## src/rtl/fetch_stage.sv

```systemverilog
// fetch_stage: owns the PC, issues single-outstanding imem fetches, buffers words and feeds IF/ID.
// Latency: redirect edge to valid IF/ID is 3 cycles with a 1-cycle grant/rvalid memory.
// Backpressure: id_stall holds IF/ID while the buffer fills; imem_req drops when no slot is free.
module fetch_stage #(
  parameter logic [31:0] RESET_PC  = 32'h0000_0000,
  parameter int          BUF_DEPTH = 2,
  parameter logic [31:0] NOP_INSTR = 32'h0000_0013
) (
  input  logic        clk,
  input  logic        rst,
  output logic        imem_req,
  output logic [31:0] imem_addr,
  input  logic        imem_gnt,
  input  logic        imem_rvalid,
  input  logic [31:0] imem_rdata,
  input  logic        id_stall,
  input  logic        ex_redirect,
  input  logic [31:0] ex_redirect_pc,
  output logic        if_id_valid,
  output logic [31:0] if_id_pc,
  output logic [31:0] if_id_pc4,
  output logic [31:0] if_id_instr,
  output logic        misalign_err
);

  localparam int PTR_W = $clog2(BUF_DEPTH);
  localparam int CNT_W = $clog2(BUF_DEPTH + 1);
  localparam logic [CNT_W-1:0] FULL_CNT = CNT_W'(BUF_DEPTH);

  // Fetch control state
  logic [31:0]      r_pc;
  logic             r_req;
  logic             r_outstanding;
  logic             r_drop;
  logic [31:0]      r_req_pc;
  logic             r_misalign;

  // Fetch buffer
  logic [31:0]      r_fifo_pc    [BUF_DEPTH];
  logic [31:0]      r_fifo_instr [BUF_DEPTH];
  logic [PTR_W-1:0] r_wptr;
  logic [PTR_W-1:0] r_rptr;
  logic [CNT_W-1:0] r_count;

  // IF/ID register
  logic             r_if_valid;
  logic [31:0]      r_if_pc;
  logic [31:0]      r_if_pc4;
  logic [31:0]      r_if_instr;

  logic             w_grant;
  logic             w_resp;
  logic             w_push;
  logic             w_load;
  logic             w_pop;
  logic             w_outstanding_nxt;
  logic [CNT_W-1:0] w_count_nxt;
  logic             w_req_nxt;

  // Handshakes and next-state terms shared by the sequential blocks
  always_comb begin
    w_grant           = r_req & imem_gnt;
    w_resp            = imem_rvalid & r_outstanding;
    // Words for a request issued before a redirect, or arriving in the redirect cycle, are stale.
    w_push            = w_resp & ~r_drop & ~ex_redirect;
    w_load            = ~id_stall | ~r_if_valid;
    w_pop             = ~ex_redirect & w_load & (r_count != '0);
    w_outstanding_nxt = (r_outstanding & ~imem_rvalid) | w_grant;
    if (ex_redirect) begin
      w_count_nxt = '0;
    end else begin
      w_count_nxt = r_count + CNT_W'(w_push) - CNT_W'(w_pop);
    end
    // The response slot of an outstanding request is already reserved, so only ask when idle.
    w_req_nxt         = ~w_outstanding_nxt & (w_count_nxt < FULL_CNT);
  end

  // PC, request, in-flight tracking and sticky misalignment flag
  always_ff @(posedge clk or negedge rst) begin
    if (!rst) begin
      r_pc          <= RESET_PC;
      r_req         <= 1'b0;
      r_outstanding <= 1'b0;
      r_drop        <= 1'b0;
      r_req_pc      <= 32'h0;
      r_misalign    <= 1'b0;
    end else begin
      r_req         <= w_req_nxt;
      r_outstanding <= w_outstanding_nxt;
      if (w_grant) begin
        r_req_pc <= r_pc;
      end
      if (ex_redirect) begin
        r_pc <= {ex_redirect_pc[31:2], 2'b00};
      end else if (w_grant) begin
        r_pc <= r_pc + 32'd4;
      end
      // Anything still in flight after a redirect belongs to the old path.
      if (ex_redirect) begin
        r_drop <= w_outstanding_nxt;
      end else if (w_resp) begin
        r_drop <= 1'b0;
      end
      if (ex_redirect && (ex_redirect_pc[1:0] != 2'b00)) begin
        r_misalign <= 1'b1;
      end
    end
  end

  // Fetch buffer pointers and occupancy; a redirect empties it
  always_ff @(posedge clk or negedge rst) begin
    if (!rst) begin
      r_wptr  <= '0;
      r_rptr  <= '0;
      r_count <= '0;
    end else begin
      r_count <= w_count_nxt;
      if (ex_redirect) begin
        r_wptr <= '0;
        r_rptr <= '0;
      end else begin
        if (w_push) begin
          r_wptr <= r_wptr + PTR_W'(1);
        end
        if (w_pop) begin
          r_rptr <= r_rptr + PTR_W'(1);
        end
      end
    end
  end

  // Fetch buffer storage: each word is tagged with the PC latched at its grant
  always_ff @(posedge clk) begin
    if (w_push) begin
      r_fifo_pc[r_wptr]    <= r_req_pc;
      r_fifo_instr[r_wptr] <= imem_rdata;
    end
  end

  // IF/ID register: redirect flushes, otherwise load from the buffer unless decode is stalled
  always_ff @(posedge clk or negedge rst) begin
    if (!rst) begin
      r_if_valid <= 1'b0;
      r_if_pc    <= 32'h0;
      r_if_pc4   <= 32'h0;
      r_if_instr <= NOP_INSTR;
    end else if (ex_redirect) begin
      r_if_valid <= 1'b0;
      r_if_instr <= NOP_INSTR;
    end else if (w_load) begin
      if (w_pop) begin
        r_if_valid <= 1'b1;
        r_if_pc    <= r_fifo_pc[r_rptr];
        r_if_pc4   <= r_fifo_pc[r_rptr] + 32'd4;
        r_if_instr <= r_fifo_instr[r_rptr];
      end else begin
        r_if_valid <= 1'b0;
        r_if_instr <= NOP_INSTR;
      end
    end
  end

  // Request gating guarantees a free slot for every accepted word
  a_no_overflow: assert property (@(posedge clk) disable iff (!rst)
    !(w_push && !w_pop && (r_count == FULL_CNT)));

  assign imem_req     = r_req;
  assign imem_addr    = r_pc;
  assign if_id_valid  = r_if_valid;
  assign if_id_pc     = r_if_pc;
  assign if_id_pc4    = r_if_pc4;
  assign if_id_instr  = r_if_instr;
  assign misalign_err = r_misalign;

endmodule
```

## config.mk

```make
export PLATFORM = sky130hd
export DESIGN_NAME = fetch_stage
export DESIGN_NICKNAME = d
export VERILOG_FILES = /design/src/rtl/fetch_stage.sv
export SDC_FILE = /design/constraint.sdc
export NUM_CORES = 1
export LEC_CHECK = 0
export ABC_AREA = 0
export CAP_MARGIN = 20
export CORE_MARGIN = 4
export CORE_UTILIZATION = 49
export DETAILED_ROUTE_END_ITERATION = 6
export PLACE_DENSITY = 0.75
export SLEW_MARGIN = 20
export SYNTH_ARGS = -nofsm -noshare
export SYNTH_HDL_FRONTEND = slang
export SYNTH_SLANG_ARGS = --single-unit
```

## constraint.sdc

```tcl
create_clock -name clk -period 5.03 [get_ports clk]
set_input_delay 0.503 -clock clk [delete_from_list [all_inputs] [get_ports clk]]
set_output_delay 0.503 -clock clk [all_outputs]
set_load 0.02 [all_outputs]
```

==> run metrics, run 1 <==
outcome=complete, no violations; reg-to-reg startpoint=r_rptr; die footprint=26500 um2; Setup Viol. Count Final=0; DIE WIDTH=163 um; crit end category=register; DRT met1 WL=12000 um; WL per Instance=18.1 um; hold-fix buffers at CTS=0; Unique masters post-synth=56; clk_lat worst skew=540 ps; total gr overflow=0; vias in the first global route=7755; Chip Height=about 160 um; hold_ws=58.4 ps; PortBufs=194; GRT Total Usage=0.197; Root Buffer=clkbuf_16; final wirelength=26400 um; flops & latches, synth=285; Post-Syn Area=11800 um2; Tcrit/Tclk final=0.664; max-cap check violation count=0; met2 WL post-DR=12400 um; fraction of layout cells with a size suffix above 1=0.101; synth warn=0; I/O pin total=201; area of the core=23500 um2; Post-synth top flop=dfrtp_1; Resize count post-CTS=0; Starting Density=0.499; FILL cells=1842; Slew Viols, Final=0; H-tree depth=1; RePlAce Congestion=0.882; final core occ=0.636; Final Hold Fails=0; Synth Area per Inst=~13 um2; Hold Path Class=in2async; Post-synth EDFFs=between 100 and 150; first-pass GRT wire length=42000 um; post-synthesis sequential area ratio=0.660; P_leak=5.78 nW; FP Rows=56; actual slew at the worst max-slew pin=872 ps; Final ANT Viol Nets=0; via/cell ratio=roughly 5.3; DRC violation count after routing=0; Slew HR=0.418; Layout area overhead=27.4%; maximum vdd drop=0.000221 V; antenna violations before repair=0; placed wire-length estimate=18500 um; total CTS buffers=29; CTS tree=yes; # Post-CTS Setup Buffers=0; multi-input combinational cell area=3790 um2; nets@finish=1193; clock period minus worst slack=3340 ps; met3 routed WL=~1500 um; Initial DRC Count=between 600 and 700; clk sinks=285; Power Density=518 nW/um2; CP Data Required Time=approximately 5500 ps; largest net degree at the start of global routing=94; routed via count=7717; Max Clock Freq=between 200 and 300 MHz; unrepaired setup endpoints after global routing=no; skew final=11.4 ps; Crit Path Category=reg2reg; synthesized instance count=930; ANT cells=0; crit path launch=r_rptr; Post-synth ARST share=0.565; Pre-antenna DRT Iters=5; Crit path arrival time=about 3800 ps; uppermost layer routed=met4; clock transition at the registers of the reported paths=60 ps; FF/Latch Area=7760 um2; Critical Path Start Type=register; CTS max path bufs=3; Post-Route Setup TNS=0 ps; Worst Path Max Fanout=66
## cells by family after synthesis
group / after synthesis / share of synthesized area
compound gates: 155 / 0.0774
xor+xnor: 47 / 0.0350
fa+ha+maj: 4 / 0.00426
buf+inv: 59 / 0.0231
flops: 285 / 0.660
mux: 95 / 0.0850
other cells: 1 / 0.000319
simple gates: 284 / 0.115
## stage by stage
stage	instance area [um2]	cells	setup WS, ps	power, mW
6_report	15000	1460	1690	7.76
5_1_grt	15000	1460	1410	8.15
4_1_cts	15000	1460	1700	7.84
3_5_place_dp	14000	1407	1630	5.66
3_3_place_gp	14000	1407	1730	5.59
2_1_floorplan	11800	935	843	4.58
## synthesized netlist by cell type (3+ instances only)
cell type  count  area, um2
nor4_1         4       25.0
and2_1         4       25.0
xnor2_1       14        123
o21ai_0      102        510
nand4b_1       8       70.1
or3_1          3       18.8
inv_1          7       26.3
and3_1        11       68.8
mux2i_1       56        561
xor2_1        33        289
nor3_1         6       30.0
buf_4          6       45.0
edfxtp_1     124       3720
a21o_1         6       45.0
dfrtp_1      158       3950
nand2b_1       6       37.5
nor2_1        24       90.1
ha_1           4       50.1
clkbuf_1      29        109
nand3_1       23        115
a21oi_1        8       40.0
buf_1          5       18.8
o31ai_1        5       37.5
o21a_1         4       30.0
nand3b_1       6       45.0
mux2_2        39        439
a31oi_1        5       31.3
nand4_1       27        169
buf_2         10       50.1
dfstp_2        3       78.8
a22oi_1        6       45.0
nand2_1      151        567
## critical path: stages (launching register included)
cell and delay (ps):
dfrtp_4 850, buf_4 670, mux2i_1 360, a211oi_1 540, nand4_1 340, o21a_1 280, o31ai_1 200
## layout by cell type (no fill, tap or decap), types with 11 or more instances in the layout
| master | instances |
|---|---|
| xnor2_1 | 14 |
| nand2_1 | 151 |
| clkdlybuf4s50_1 | 192 |
| xor2_1 | 33 |
| buf_4 | 11 |
| nand4_1 | 27 |
| nand3_1 | 23 |
| edfxtp_1 | 124 |
| and3_1 | 11 |
| dfrtp_1 | 157 |
| nor2_1 | 21 |
| o21ai_0 | 102 |
| mux2_2 | 39 |
| clkbuf_16 | 29 |
| mux2i_1 | 56 |
## path summary, 6_finish.rpt
kind	cells past startpoint	endpoint	slack (ps)
worst max register to register	6	if_id_pc4[31]	1690
worst min-delay path	1	if_id_pc[22]	60
min in group clk	2	r_wptr	360
max in group asynchronous	2	if_id_instr[11]	3960
worst max-delay path	6	if_id_pc4[31]	1690
worst min register to register	1	misalign_err	470
## per-layer routing
metal,vias up,track usage
met5,-,0
met4,0,0.0511
met3,41,0.0314
met2,258,0.318
met1,3692,0.283
li1,3726,-
## flip-flops by register name, summed over array words and instances (netlist names)
name           count
r_fifo_instr      64
r_fifo_pc         60
if_id_instr       32
if_id_pc4         30
if_id_pc          30
imem_addr         30
r_req_pc          30
r_count            2
if_id_valid        1
imem_req           1
misalign_err       1
r_drop             1
r_outstanding      1
r_rptr             1
r_wptr             1
## power by group
part | switching [mW] | internal, mW | total [mW]
logic | 1.14 | 1.01 | 2.15
registers | 0.422 | 3.03 | 3.45
clock network | 0.867 | 1.29 | 2.16
## area by class of cell
class                      count  area share
clock inverter                20      0.0145
tap                          319      0.0266
multi-input combinational    591       0.253
clock buffer                  33      0.0508
sequential                   285       0.518
timing repair buffer         205       0.135
inverter                       7     0.00175
No activity file was read; power rests on OpenSTA's default activity.
==> run 2, diff against run 1 <==
CORE_UTILIZATION = 48   (was 49)
PLACE_DENSITY = 0.76   (was 0.75)
clock period = 2.8 ns   (was 5.03 ns; I/O delays follow)
==> run 2 against run 1 <==
Net effect: critical path depth is 1 higher; via count is 1.0% higher; sequential cell count stayed put; power is 81% higher; fmax is 30% higher; sequential share of layout area is 0.44 points lower; utilization is 1.1 points lower; die area is 2.0% higher; critical endpoint is now if_id_pc4[28]; count of clock-buffer cells in the layout is 4 higher; sequential power is 77% higher.
==> run metrics, run 2 (synthesis gave the netlist of run 1 again) <==
switching power=4.33 mW; Pre-antenna DRT Iters=5; antenna violations before repair=0; outcome=complete, no violations; placed wire-length estimate=18500 um; commonest non-fill, non-tap cell in the layout=clkdlybuf4s50_1; largest net degree at the start of global routing=100; fraction of layout cells with a size suffix above 1=0.104; multi-input combinational cell area=approximately 3800 um2; FP Rows=57; GRT Total Usage=0.196; routed via count=between 7000 and 8000; non-filler cells, final=1473; Layout area overhead=28.5%; P_leak=approximately 5.8 nW; Max Clock Freq=389 MHz; Hold Path Class=in2reg; first-pass GRT wire length=42200 um; Setup Viol. Count Final=0; Power Density=928 nW/um2; most frequent cells in the layout=clkdlybuf4s50_1, dfrtp_1, nand2_1; clk_lat worst skew=550 ps; I/O pin total=201; die footprint=~27000 um2; CTS tree=yes; skew final=roughly 20 ps; clk sinks=285; H-tree depth=1; Starting Density=0.486; total gr overflow=0; CTS max path bufs=3; Final Hold Fails=0; FF/Latch Area=7760 um2; Crit Path Category=reg2reg; nets@finish=1200; ANT cells=0; Switching Share=0.309; DIE WIDTH=165 um; RePlAce Congestion=approximately 0.86; crit end category=register; final core occ=0.625; Final ANT Viol Nets=0; Resize count post-CTS=0; DRC violation count after routing=0; max-cap check violation count=0; Slew Viols, Final=0; dpl cells=approximately 1400; Critical Path Start Type=register; Root Buffer=clkbuf_16; clock period minus worst slack=2570 ps; CP Data Required Time=3270 ps; Initial DRC Count=around 580; maximum vdd drop=about 0.00042 V; Comb pwr share=0.284; Slew HR=0.549; Tcrit/Tclk final=0.917; Chip Height=roughly 160 um; FILL cells=between 1500 and 2000; WL per Instance=18.1 um; Worst Path Max Fanout=9; area of the core=~24000 um2; total CTS buffers=29; vias in the first global route=7816; Int Power=9.68 mW; clock transition at the registers of the reported paths=60 ps; actual slew at the worst max-slew pin=674 ps; final wirelength=26700 um; Largest register FFs=64; PortBufs=194; unrepaired setup endpoints after global routing=no; via/cell ratio=5.29; part of the power in the clock network=0.280; Crit path arrival time=3040 ps; largest reg by FF count=r_fifo_instr; Reg power frac=0.436
run 2: cell types whose count changed in the layout (fill, tap and decap cells not counted), moves of 2 or more:
| cell | delta |
|---|---|
| dlygate4sd3_1 | +2 |
| clkbuf_8 | -2 |
| clkbuf_1 | +6 |
| buf_12 | +5 |
| clkinv_1 | -2 |
| clkinvlp_4 | -2 |
run 2: layout make-up:
cell class                      instances  area share
Tap cell                              324      0.0268
Clock buffer                           37      0.0500
Multi-Input combinational cell        591       0.251
Timing Repair Buffer                  212       0.142
Clock inverter                         17      0.0147
Inverter                                7     0.00174
Sequential cell                       285       0.514
run 2: layer usage:
metal,routed length [um],GRT usage
met2,12300,0.308
met3,1310,0.0250
met4,575,0.0560
met1,12500,0.291
met5,0,0
run 2: timing repair:
| action | 4_1_cts | 5_1_grt |
|---|---|---|
| hold buffers | 2 | 0 |
| hold endpoints to repair | 59 | 0 |
| buffers inserted | 0 | 0 |
run 2: power groups by stage:
stage	Combinational [mW]	Clock [mW]	Sequential, mW
after CTS	4.04	4.00	6.12
final	3.99	3.92	6.10
after global routing	4.31	4.20	6.23
after detailed placement	4.01	0	6.19
after global placement	3.95	0	6.14
after floorplan	1.57	0	6.68
run 2: through the flow:
step | TNS, ps | instance area, um2 | hold WS, ps | power, mW | setup slack (ps)
2_1_floorplan | -18170 | 11800 | -15.6 | 8.25 | -146
3_3_place_gp | 0 | 14100 | 311 | 10.1 | 318
3_5_place_dp | 0 | 14100 | 312 | 10.2 | 247
4_1_cts | 0 | 15100 | 279 | 14.2 | 235
5_1_grt | 0 | 15100 | 298 | 14.7 | 105
6_report | 0 | 15100 | 292 | 14.0 | 232
run 2: worst paths after layout:
kind                                    from               end  slack (ps)  depth (start not counted)
setup / recovery                      r_rptr     if_id_pc4[28]         230                          7
hold / removal             ex_redirect_pc[7]      imem_addr[7]         290                          3
setup reg to reg                      r_rptr     if_id_pc4[28]         230                          7
hold reg to reg                 r_req_pc[16]  r_fifo_pc[0][16]         460                          0
max in group asynchronous                rst    if_id_instr[4]        1740                          3
min in group asynchronous                rst     if_id_pc4[24]         300                          2
run 2: worst max-delay path, stage by stage, from the launching register on:
cell and delay [ps]:
dfrtp_4 510, mux2_2 280, ha_4 160, nand4_1 90, o22a_2 330, or4b_4 630
or4_1 420, nand3_1 80
